<file path="src/rtl/alu_mc_if.sv">
// Operand/result bundle between the control FSM side and the multi-cycle ALU.
interface alu_mc_if #(
   parameter int unsigned WIDTH = 16
);
   logic             Start;
   logic [3:0]       ALU_Control;
   logic             Set_Flags;
   logic [WIDTH-1:0] Src_A;
   logic [WIDTH-1:0] Src_B;
   logic [WIDTH-1:0] ALU_Result;
   logic             N;
   logic             Z;
   logic             C;
   logic             V;
   logic             Busy;
   logic             Done;

   modport master (
      output Start, ALU_Control, Set_Flags, Src_A, Src_B,
      input  ALU_Result, N, Z, C, V, Busy, Done
   );

   modport slave (
      input  Start, ALU_Control, Set_Flags, Src_A, Src_B,
      output ALU_Result, N, Z, C, V, Busy, Done
   );
endinterface

</file>
<file path="src/rtl/alu_mc.sv">
// Multi-cycle ALU: single-cycle arithmetic/logic/shift ops plus an iterative
// shift-add multiplier, with a registered NZCV flag register.
module alu_mc #(
   parameter int unsigned WIDTH = 16
) (
   input  logic     clk,
   input  logic     rst_n,
   alu_mc_if.slave  bus
);
   localparam int unsigned SH = $clog2(WIDTH);

   localparam logic [3:0] OpAdd = 4'b0000;
   localparam logic [3:0] OpSub = 4'b0001;
   localparam logic [3:0] OpAnd = 4'b0010;
   localparam logic [3:0] OpOr  = 4'b0011;
   localparam logic [3:0] OpXor = 4'b0100;
   localparam logic [3:0] OpClr = 4'b0101;
   localparam logic [3:0] OpAdc = 4'b0111;
   localparam logic [3:0] OpSbc = 4'b1000;
   localparam logic [3:0] OpLsl = 4'b1001;
   localparam logic [3:0] OpLsr = 4'b1010;
   localparam logic [3:0] OpAsr = 4'b1011;
   localparam logic [3:0] OpMul = 4'b1100;

   typedef enum logic [0:0] {StIdle, StMul} state_e;

   state_e             state_q, state_d;
   logic [WIDTH-1:0]   result_q, result_d;
   logic               n_q, n_d, z_q, z_d, c_q, c_d, v_q, v_d;
   logic               done_q, done_d;
   logic               setf_q, setf_d;
   logic [2*WIDTH-1:0] mcand_q, mcand_d;
   logic [2*WIDTH-1:0] acc_q, acc_d;
   logic [WIDTH-1:0]   mplier_q, mplier_d;
   logic [SH-1:0]      cnt_q, cnt_d;

   logic [WIDTH-1:0]   a, b;
   logic [3:0]         op;
   logic [SH-1:0]      amt;
   logic [WIDTH:0]     add_w, sub_w, shl_w, shr_w, asr_w;
   logic               cin;
   logic [WIDTH-1:0]   alu_r;
   logic               alu_c, alu_v;
   logic [2*WIDTH-1:0] acc_sum;

   assign a   = bus.Src_A;
   assign b   = bus.Src_B;
   assign op  = bus.ALU_Control;
   assign amt = bus.Src_B[SH-1:0];

   // Single-cycle datapath: result and C/V for every non-MUL opcode
   always_comb begin
      cin   = ((op == OpAdc) || (op == OpSbc)) ? c_q : 1'b0;
      add_w = {1'b0, a} + {1'b0, b} + {{WIDTH{1'b0}}, cin};
      // Bit WIDTH of the difference is the borrow (A < B + Cin)
      sub_w = {1'b0, a} - {1'b0, b} - {{WIDTH{1'b0}}, cin};
      shl_w = {1'b0, a} << amt;
      shr_w = {a, 1'b0} >> amt;
      asr_w = $unsigned($signed({a, 1'b0}) >>> amt);
      alu_r = b;
      alu_c = 1'b0;
      alu_v = 1'b0;
      case (op)
         OpAdd, OpAdc: begin
            alu_r = add_w[WIDTH-1:0];
            alu_c = add_w[WIDTH];
            alu_v = (a[WIDTH-1] == b[WIDTH-1]) && (alu_r[WIDTH-1] != a[WIDTH-1]);
         end
         OpSub, OpSbc: begin
            alu_r = sub_w[WIDTH-1:0];
            alu_c = sub_w[WIDTH];
            alu_v = (a[WIDTH-1] != b[WIDTH-1]) && (alu_r[WIDTH-1] != a[WIDTH-1]);
         end
         OpAnd: alu_r = a & b;
         OpOr:  alu_r = a | b;
         OpXor: alu_r = a ^ b;
         OpClr: alu_r = '0;
         OpLsl: begin
            alu_r = shl_w[WIDTH-1:0];
            alu_c = (amt == '0) ? c_q : shl_w[WIDTH];
         end
         OpLsr: begin
            alu_r = shr_w[WIDTH:1];
            alu_c = (amt == '0) ? c_q : shr_w[0];
         end
         OpAsr: begin
            alu_r = asr_w[WIDTH:1];
            alu_c = (amt == '0) ? c_q : asr_w[0];
         end
         default: alu_r = b;
      endcase
   end

   // Multiplier step: add the shifted multiplicand when the current bit is set
   always_comb begin
      acc_sum = acc_q + (mplier_q[0] ? mcand_q : '0);
   end

   // Control FSM next-state, result/flag write-back and multiplier sequencing
   always_comb begin
      state_d  = state_q;
      result_d = result_q;
      n_d      = n_q;
      z_d      = z_q;
      c_d      = c_q;
      v_d      = v_q;
      done_d   = 1'b0;
      setf_d   = setf_q;
      mcand_d  = mcand_q;
      acc_d    = acc_q;
      mplier_d = mplier_q;
      cnt_d    = cnt_q;
      case (state_q)
         StIdle: begin
            if (bus.Start) begin
               if (op == OpMul) begin
                  state_d  = StMul;
                  mcand_d  = {{WIDTH{1'b0}}, a};
                  mplier_d = b;
                  acc_d    = '0;
                  cnt_d    = '0;
                  setf_d   = bus.Set_Flags;
               end else begin
                  result_d = alu_r;
                  done_d   = 1'b1;
                  if (bus.Set_Flags) begin
                     n_d = alu_r[WIDTH-1];
                     z_d = (alu_r == '0);
                     c_d = alu_c;
                     v_d = alu_v;
                  end
               end
            end
         end
         StMul: begin
            acc_d    = acc_sum;
            mcand_d  = mcand_q << 1;
            mplier_d = mplier_q >> 1;
            cnt_d    = cnt_q + SH'(1);
            if (cnt_q == SH'(WIDTH - 1)) begin
               state_d  = StIdle;
               cnt_d    = '0;
               result_d = acc_sum[WIDTH-1:0];
               done_d   = 1'b1;
               if (setf_q) begin
                  n_d = acc_sum[WIDTH-1];
                  z_d = (acc_sum[WIDTH-1:0] == '0);
                  c_d = |acc_sum[2*WIDTH-1:WIDTH];
                  v_d = 1'b0;
               end
            end
         end
         default: state_d = StIdle;
      endcase
   end

   // State registers; reset aborts any in-flight multiply
   always_ff @(posedge clk or negedge rst_n) begin
      if (!rst_n) begin
         state_q  <= StIdle;
         result_q <= '0;
         n_q      <= 1'b0;
         z_q      <= 1'b0;
         c_q      <= 1'b0;
         v_q      <= 1'b0;
         done_q   <= 1'b0;
         setf_q   <= 1'b0;
         mcand_q  <= '0;
         acc_q    <= '0;
         mplier_q <= '0;
         cnt_q    <= '0;
      end else begin
         state_q  <= state_d;
         result_q <= result_d;
         n_q      <= n_d;
         z_q      <= z_d;
         c_q      <= c_d;
         v_q      <= v_d;
         done_q   <= done_d;
         setf_q   <= setf_d;
         mcand_q  <= mcand_d;
         acc_q    <= acc_d;
         mplier_q <= mplier_d;
         cnt_q    <= cnt_d;
      end
   end

   assign bus.ALU_Result = result_q;
   assign bus.N          = n_q;
   assign bus.Z          = z_q;
   assign bus.C          = c_q;
   assign bus.V          = v_q;
   assign bus.Busy       = (state_q == StMul);
   assign bus.Done       = done_q;
endmodule
</file>
<file path="src/flat_wrapper.sv">
// flat-port wrapper written by rule: the top's interface ports become plain ports
module alu_mc_flat 
#(
   parameter int unsigned WIDTH = 16
)
  (clk, rst_n, bus_Start, bus_ALU_Control, bus_Set_Flags, bus_Src_A, bus_Src_B, bus_ALU_Result, bus_N, bus_Z, bus_C, bus_V, bus_Busy, bus_Done);
  alu_mc_if #(.WIDTH(WIDTH)) bus_i ();
  input  logic clk;
  input  logic rst_n;
  input wire logic [$bits(bus_i.Start)-1:0] bus_Start;
  input wire logic [$bits(bus_i.ALU_Control)-1:0] bus_ALU_Control;
  input wire logic [$bits(bus_i.Set_Flags)-1:0] bus_Set_Flags;
  input wire logic [$bits(bus_i.Src_A)-1:0] bus_Src_A;
  input wire logic [$bits(bus_i.Src_B)-1:0] bus_Src_B;
  output wire logic [$bits(bus_i.ALU_Result)-1:0] bus_ALU_Result;
  output wire logic [$bits(bus_i.N)-1:0] bus_N;
  output wire logic [$bits(bus_i.Z)-1:0] bus_Z;
  output wire logic [$bits(bus_i.C)-1:0] bus_C;
  output wire logic [$bits(bus_i.V)-1:0] bus_V;
  output wire logic [$bits(bus_i.Busy)-1:0] bus_Busy;
  output wire logic [$bits(bus_i.Done)-1:0] bus_Done;
  assign bus_i.Start = bus_Start;
  assign bus_i.ALU_Control = bus_ALU_Control;
  assign bus_i.Set_Flags = bus_Set_Flags;
  assign bus_i.Src_A = bus_Src_A;
  assign bus_i.Src_B = bus_Src_B;
  assign bus_ALU_Result = bus_i.ALU_Result;
  assign bus_N = bus_i.N;
  assign bus_Z = bus_i.Z;
  assign bus_C = bus_i.C;
  assign bus_V = bus_i.V;
  assign bus_Busy = bus_i.Busy;
  assign bus_Done = bus_i.Done;
  alu_mc #(.WIDTH(WIDTH)) u_core (.clk(clk), .rst_n(rst_n), .bus(bus_i));
endmodule
</file>
<file path="config.mk">
export PLATFORM = sky130hd
export DESIGN_NAME = alu_mc_flat
export DESIGN_NICKNAME = d
export VERILOG_FILES = /design/src/rtl/alu_mc_if.sv /design/src/rtl/alu_mc.sv /design/src/flat_wrapper.sv
export SDC_FILE = /design/constraint.sdc
export NUM_CORES = 1
export LEC_CHECK = 0
export BUFFER_PORTS_ARGS = -buffer_cell sky130_fd_sc_hd__buf_2
export CAP_MARGIN = 20
export CORE_MARGIN = 1
export CORE_UTILIZATION = 40
export CTS_CLUSTER_SIZE = 12
export DETAILED_ROUTE_END_ITERATION = 8
export PLACE_DENSITY_LB_ADDON = 0.25
export SLEW_MARGIN = 10
export SYNTH_ARGS = -nofsm -noshare
export SYNTH_HDL_FRONTEND = slang
export SYNTH_SLANG_ARGS = --single-unit
</file>
<file path="constraint.sdc">
create_clock -name clk -period 5.1 [get_ports clk]
set_input_delay 1.02 -clock clk [delete_from_list [all_inputs] [get_ports clk]]
set_output_delay 1.02 -clock clk [all_outputs]
set_load 0.05 [all_outputs]
</file>
After elaboration in Yosys (flattened, before gate mapping):

Cells that the tools add are included.

* register bits: 107
* latch bits: 0
* memory bits (writable): 0
* bits in read-only memories: 0
* input bits: 40
* output and inout bits: 22
* logic and storage cells: 122
* memories: 0

* add/subtract/negate cells: 6
* multiply operators: 0
* div/mod/pow operators: 0
* $lt $le $gt $ge: 0
* eq/ne operators: 25
* shift-type cells: 3
* mux-type cells: 57
* bitwise operators: 4
* reduce and logical (&&, ||, !) cells: 15

Operators by type and width (count)
* 32-bit 2-to-1 mux: 5
* 16-bit case mux with 9 select lines: 1
* 32-bit case mux with 2 select lines: 2
* 16-bit 2-to-1 mux: 5
* 16-bit case mux with 2 select lines: 2
* 32-bit adder: 1
* 16-bit zero test: 2
* 1-bit 2-to-1 mux: 30
* 4-bit == test (second input constant): 6
* 16-bit by 16-bit adder with 17-bit output: 1
* 17-bit by 1-bit adder with 17-bit output: 1
* 16-bit by 4-bit << shifter with 17-bit output: 1
* 17-bit by 4-bit >> shifter with 17-bit output: 1
* 17-bit by 4-bit >>> shifter with 17-bit output: 1
* 16-bit by 16-bit subtractor with 17-bit output: 1
* 17-bit by 1-bit subtractor with 17-bit output: 1
* 16-bit bitwise AND: 1
* 16-bit bitwise OR: 1
* 16-bit OR reduction: 1
* 16-bit bitwise XOR: 1
* 1-bit case mux with 2 select lines: 7
* 4-bit by 3-bit == test with 1-bit output (second input constant): 3
* 4-bit 2-to-1 mux: 3
* 2-bit != test (second input constant): 5
* other kinds (18): 27

Logic depth before layout (Yosys ltp):

* word-level depth: 11
* depth in mapped cells: 20
* depth with buffers taken out: 18

Worst setup path after synthesis:

Ideal clock, no wire load.

* kind: in2reg
* start: input bus_ALU_Control[0]
* end: register u_core.v_q, in the netlist u_core.bus.V
* library setup time: 121 ps
* arrival: 4683 ps
* required time: 4979 ps
* path slack: 296 ps
* cell stages on the path: 19
* path buffers: 4
* cell sequence: buf_4 > buf_2 > buf_1 > buf_2 > nor3_1 > o21ai_0 > inv_1 > fa_1 > inv_1 > ha_1 > o21ai_0 > a2111o_1 > a21oi_1 > nor2_1 > o21a_1 > a311oi_1 > xnor2_1 > a31o_2 > a22o_1

* longest elaborated chain between the ends: 11
* elaborated cells on any way between the ends: 22
* those cells by class: add/sub: 2; eq/ne: 7; mux: 6; reduce/logical: 7

Ends and longest elaborated chain
* from (decl): line flat_wrapper.sv:11 `input wire logic [$bits(bus_i.ALU_Control)-1:0] bus_ALU_Control;`
* 4-bit by 3-bit == test with 1-bit output / 4-bit == test (equally long branches): line alu_mc.sv:53, alu_mc.sv:63
* 1-bit logical OR: line alu_mc.sv:53 `cin = ((op == OpAdc) || (op == OpSbc)) ? c_q : 1'b0;`
* 1-bit 2-to-1 mux: line alu_mc.sv:53
* 17-bit by 1-bit subtractor with 17-bit output / 17-bit by 1-bit adder with 17-bit output (equally long branches): line alu_mc.sv:56, alu_mc.sv:54
* 1-bit != test, on equally long branches: line alu_mc.sv:72, alu_mc.sv:67
* 1-bit logical AND, on equally long branches: line alu_mc.sv:72, alu_mc.sv:67
* 1-bit case mux with 2 select lines: line alu_mc.sv:63 `case (op)`
* 1-bit 2-to-1 mux: line alu_mc.sv:126 `if (bus.Set_Flags) begin`
* 1-bit 2-to-1 mux: line alu_mc.sv:116 `if (op == OpMul) begin`
* 1-bit 2-to-1 mux: line alu_mc.sv:115 `if (bus.Start) begin`
* 1-bit case mux with 2 select lines: line alu_mc.sv:113 `case (state_q)`
* to (signal assigned): line alu_mc.sv:178 `v_q <= v_d;`
* to (decl): line alu_mc.sv:29 `logic n_q, n_d, z_q, z_d, c_q, c_d, v_q, v_d;`

Several ways; a longest one is shown, not always the timed one. The select of a mux whose other input is x is not followed.
A chain may end at the register's enable or synchronous reset.

Worst setup path after layout:

* start: input bus_ALU_Control[1]
* end: register u_core.z_q, in the netlist u_core.bus.Z

* longest elaborated chain between the ends: 10
* elaborated cells on any way between the ends: 26
* those cells by class: add/sub: 2; eq/ne: 12; mux: 6; reduce/logical: 6

Ends and longest elaborated chain
* 4-bit by 3-bit == test with 1-bit output / 4-bit == test (equally long branches): line alu_mc.sv:53, alu_mc.sv:63
* 1-bit logical OR: line alu_mc.sv:53
* 1-bit 2-to-1 mux: line alu_mc.sv:53
* 17-bit by 1-bit subtractor with 17-bit output / 17-bit by 1-bit adder with 17-bit output (equally long branches): line alu_mc.sv:56, alu_mc.sv:54
* 16-bit case mux with 9 select lines: line alu_mc.sv:63
* 16-bit zero test: line alu_mc.sv:128 `z_d = (alu_r == '0);`
* 1-bit 2-to-1 mux: line alu_mc.sv:126
* 1-bit 2-to-1 mux: line alu_mc.sv:116
* 1-bit 2-to-1 mux: line alu_mc.sv:115
* 1-bit case mux with 2 select lines: line alu_mc.sv:113
* to (signal assigned): line alu_mc.sv:176 `z_q <= z_d;`
* to (decl): line alu_mc.sv:29

Several ways; a longest one is shown, not always the timed one. The select of a mux whose other input is x is not followed.

==> flow_metrics.env <==
export IMPL_crit_type="in2reg"
export IMPL_rsz0062_at_grt="no"
export IMPL_cts_inserted_buffers=9
export IMPL_slew_headroom_pct=32.66
export IMPL_row_count=60
export IMPL_setup_viol=0
export IMPL_clockRootBuffer="clkbuf_16"
export IMPL_worstPathCellList="buf_2 -> nand2_1 -> nor3_1 -> o21ai_0 -> fa_1 -> fa_1 -> o21a_1 -> nor2_1 -> xnor2_1 -> a222oi_1 -> o21ai_0 -> o32ai_1 -> nand4_1 -> nor4b_2 -> nand4b_1 -> nand3_1"
export IMPL_cp_start_kind="input port"
export IMPL_drt_wl_total_um=42440
export IMPL_port_buffers=61
export IMPL_ys_seq_area_share_pct=24.15
export IMPL_post_cts_resized=0
export IMPL_gr_total_overflow=0
export IMPL_fillers=2801
export IMPL_max_freq_mhz=212.7
export IMPL_synth_nets=1563
export IMPL_clock_skew_ns=0.01645
export IMPL_start_util_pct=40.91
export IMPL_required_ns=5.40
export IMPL_areaGrowthSynthToFinish_pct=9.908
export IMPL_drc=0
export IMPL_worst_slew_pin_slew_ns=0.9961
export IMPL_cpPeakStageDelay_ns=0.52
export IMPL_pwr_share_seq_pct=33.1
export IMPL_grt_max_degree=88
export IMPL_ys_types=80
export IMPL_yosys_area_top_type="dfrtp_1"
export IMPL_first_global_vias=10440
export IMPL_htree_levels=3
export IMPL_synth_seq_cells=107
export IMPL_synthTopCellsByArea="dfrtp_1 (24%), ha_1 (11%), nand2_1 (6.6%)"
export IMPL_instances_no_fill=1836
export IMPL_synth_top_cell_area_share_pct=24.15
export IMPL_cts_hold_buf=0
export IMPL_cts_setup_buffers=0
export IMPL_ios=62
export IMPL_yosysWarnings=0
export IMPL_cts_max_path_buffers=2
export IMPL_maxSlewViolCount=0
export IMPL_grt_pass1_wl_um=64850
export IMPL_diodes=0
export IMPL_peakVddDrop_mv=0.2334
export IMPL_crit_slowest_cell="o32ai_1"
export IMPL_p_total_mw=4.545
export IMPL_hold_viol=0
export IMPL_power_switching_mw=2.218
export IMPL_async_flop_share_pct=100.0
export IMPL_vias=11240
export IMPL_clockPowerShare_pct=16.0
export IMPL_clkSlewWorstSetupHoldPaths_ns=0.08
export IMPL_seqCellArea_mm2=0.002681
export IMPL_layout_drive_gt1_share_pct=11.89
export IMPL_p_leak_nw=5.405
export IMPL_dp_hpwl_um=32740
export IMPL_place_inst=1820
export IMPL_end_kind="flop"
export IMPL_hold_class="reg2reg"
export IMPL_die_area_mm2=0.02839
export IMPL_worstSkewPairLatency_ns=0.37
export IMPL_power_internal_mw=2.327
export IMPL_core_area_mm2=0.02710
export IMPL_power_density_mw_per_mm2=373.0
export IMPL_die_x_um=168.5
export IMPL_place_congestion=1.025
export IMPL_nets=1599
export IMPL_switching_share_pct=48.80
export IMPL_power_frac_comb_pct=50.9
export IMPL_cp_max_fo=3
export IMPL_cts_num_sinks=107
export IMPL_multiInputGateArea_mm2=0.007780
export IMPL_ys_flop_type="dfrtp_1"
export IMPL_fin_tns_setup_ns=0
export IMPL_wl_per_cell_um=23.11
export IMPL_status="completed"
export IMPL_fin_crit_ns=4.701
export IMPL_drv_cap=0
export IMPL_cts_tree="built"
export IMPL_syn_avg_cell_area_um2=7.791
export IMPL_period_share_pct=92.18
export IMPL_cp_arrival_ns=5.00
export IMPL_critPathTopFamily="compound AO/OA/AOI/OAI gates"
export IMPL_synthesis_area_mm2=0.01109
export IMPL_netlist_instances=1423
export IMPL_viasPerCell=6.123
export IMPL_antenna_found_initial=0
export IMPL_drt_initial_drc_count=1156
export IMPL_synth_edf_count=0
export IMPL_dr_pass1_iters=5
export IMPL_ant_nets=0
export IMPL_path_buf_inv=1
export IMPL_grt_usage_pct=30.03
export IMPL_die_h_um=168.5
cell families (layout without fill, tap and decap cells):
logic type	count (synthesis)	count (layout)	synth area share, %
buf+inv	157	198	5.767
flops	107	107	24.15
mux	47	47	6.974
simple gates	514	514	21.56
xor+xnor	50	50	3.950
compound gates	448	448	25.98
fa+ha+maj	100	100	11.62
layout make-up:
| class | count | share of cell area [%] |
|---|---|---|
| timing repair buffer | 114 | 5.791 |
| tap | 372 | 3.820 |
| inverter | 68 | 2.095 |
| sequential | 107 | 22.00 |
| clock buffer | 11 | 2.074 |
| multi-input combinational | 1159 | 63.85 |
| clock inverter | 5 | 0.3696 |
layout by cell type (no fill, tap or decap), types with 41 or more instances in the layout:
cell       n
buf_2     60
o21ai_0  112
nand2_1  196
buf_4     54
a21oi_1  121
nor2_1   132
dfrtp_1  106
ha_1      95
inv_1     65
nor3_1    41
through the flow:
step	setup slack [ns]	util, %	area (um^2)	hold WS (ns)
detailed placement	0.1523	43.86	11890	0.4746
CTS	0.5167	44.96	12190	0.4812
global route	0.2667	44.96	12190	0.5026
global placement	0.2114	43.86	11890	0.4630
finish	0.3988	44.96	12190	0.4787
floorplan	0.2957	-	11090	0.4525
cells in the mapped netlist (7+ instances only):
library cell,n
nand2_1,196
nor2_1,132
a21oi_1,121
o21ai_0,112
dfrtp_1,107
ha_1,95
inv_1,65
clkbuf_1,62
nor3_1,41
and2_1,35
xnor2_1,34
nand3_1,27
o211ai_1,25
o21a_1,21
a21o_1,18
mux2i_1,18
mux4_2,17
a211oi_1,16
xor2_1,16
a31oi_1,14
buf_2,13
o22ai_1,13
a211o_1,12
a22o_1,12
nand4_1,12
nor2b_1,11
and3_1,8
o32ai_1,8
buf_1,7
nand2b_1,7
o21bai_1,7
or3_1,7
power groups by stage:
stage	Sequential [mW]	Combinational [mW]	Clock, mW
finish	1.51	2.31	0.727
floorplan	1.62	1.47	0
global placement	1.51	2.28	0
detailed placement	1.52	2.30	0
CTS	1.50	2.30	0.748
global route	1.55	2.52	0.770
worst reg2reg max path, stage by stage (launching register included):
cell and delay (ns):
dfrtp_1 0.52, and2_1 0.22, ha_1 0.21, fa_1 0.43, a21o_1 0.20, a221oi_2 0.42, o211a_1 0.35, o21ai_0 0.36
a31o_2 0.35, a21oi_1 0.16, xor2_1 0.26, nand3b_1 0.11, o41ai_1 0.48, nand3_1 0.14
per-layer routing:
metal	wire length, um	track usage (%)	vias up
met5	0	0	-
met4	1660	12.02	0
met3	3617	4.863	91
met2	18480	46.22	549
met1	18680	41.96	5384
li1	-	-	5218
state kept, by name (all words and copies together), names as in the netlist:
signal                 count
u_core.cnt_q               4
u_core.setf_q              1
u_core.acc_q              32
u_core.bus.C               1
u_core.mcand_q            32
u_core.bus.Busy            1
u_core.bus.N               1
u_core.bus.ALU_Result     16
u_core.bus.Done            1
u_core.bus.V               1
u_core.mplier_q           16
u_core.bus.Z               1
path summary, 6_finish.rpt:
path	to	slack, ns	from	cells past startpoint
hold reg to reg	u_core.mplier_q[14]	0.48	u_core.mplier_q[15]	2
min in group asynchronous	u_core.mcand_q[22]	0.78	rst_n	1
setup / recovery	u_core.bus.Z	0.40	bus_ALU_Control[1]	16
hold / removal	u_core.mplier_q[14]	0.48	u_core.mplier_q[15]	2
setup reg to reg	u_core.bus.C	0.74	u_core.mplier_q[0]	13
max in group asynchronous	u_core.mcand_q[6]	3.25	rst_n	2
Power figures use the tool's default switching activity.
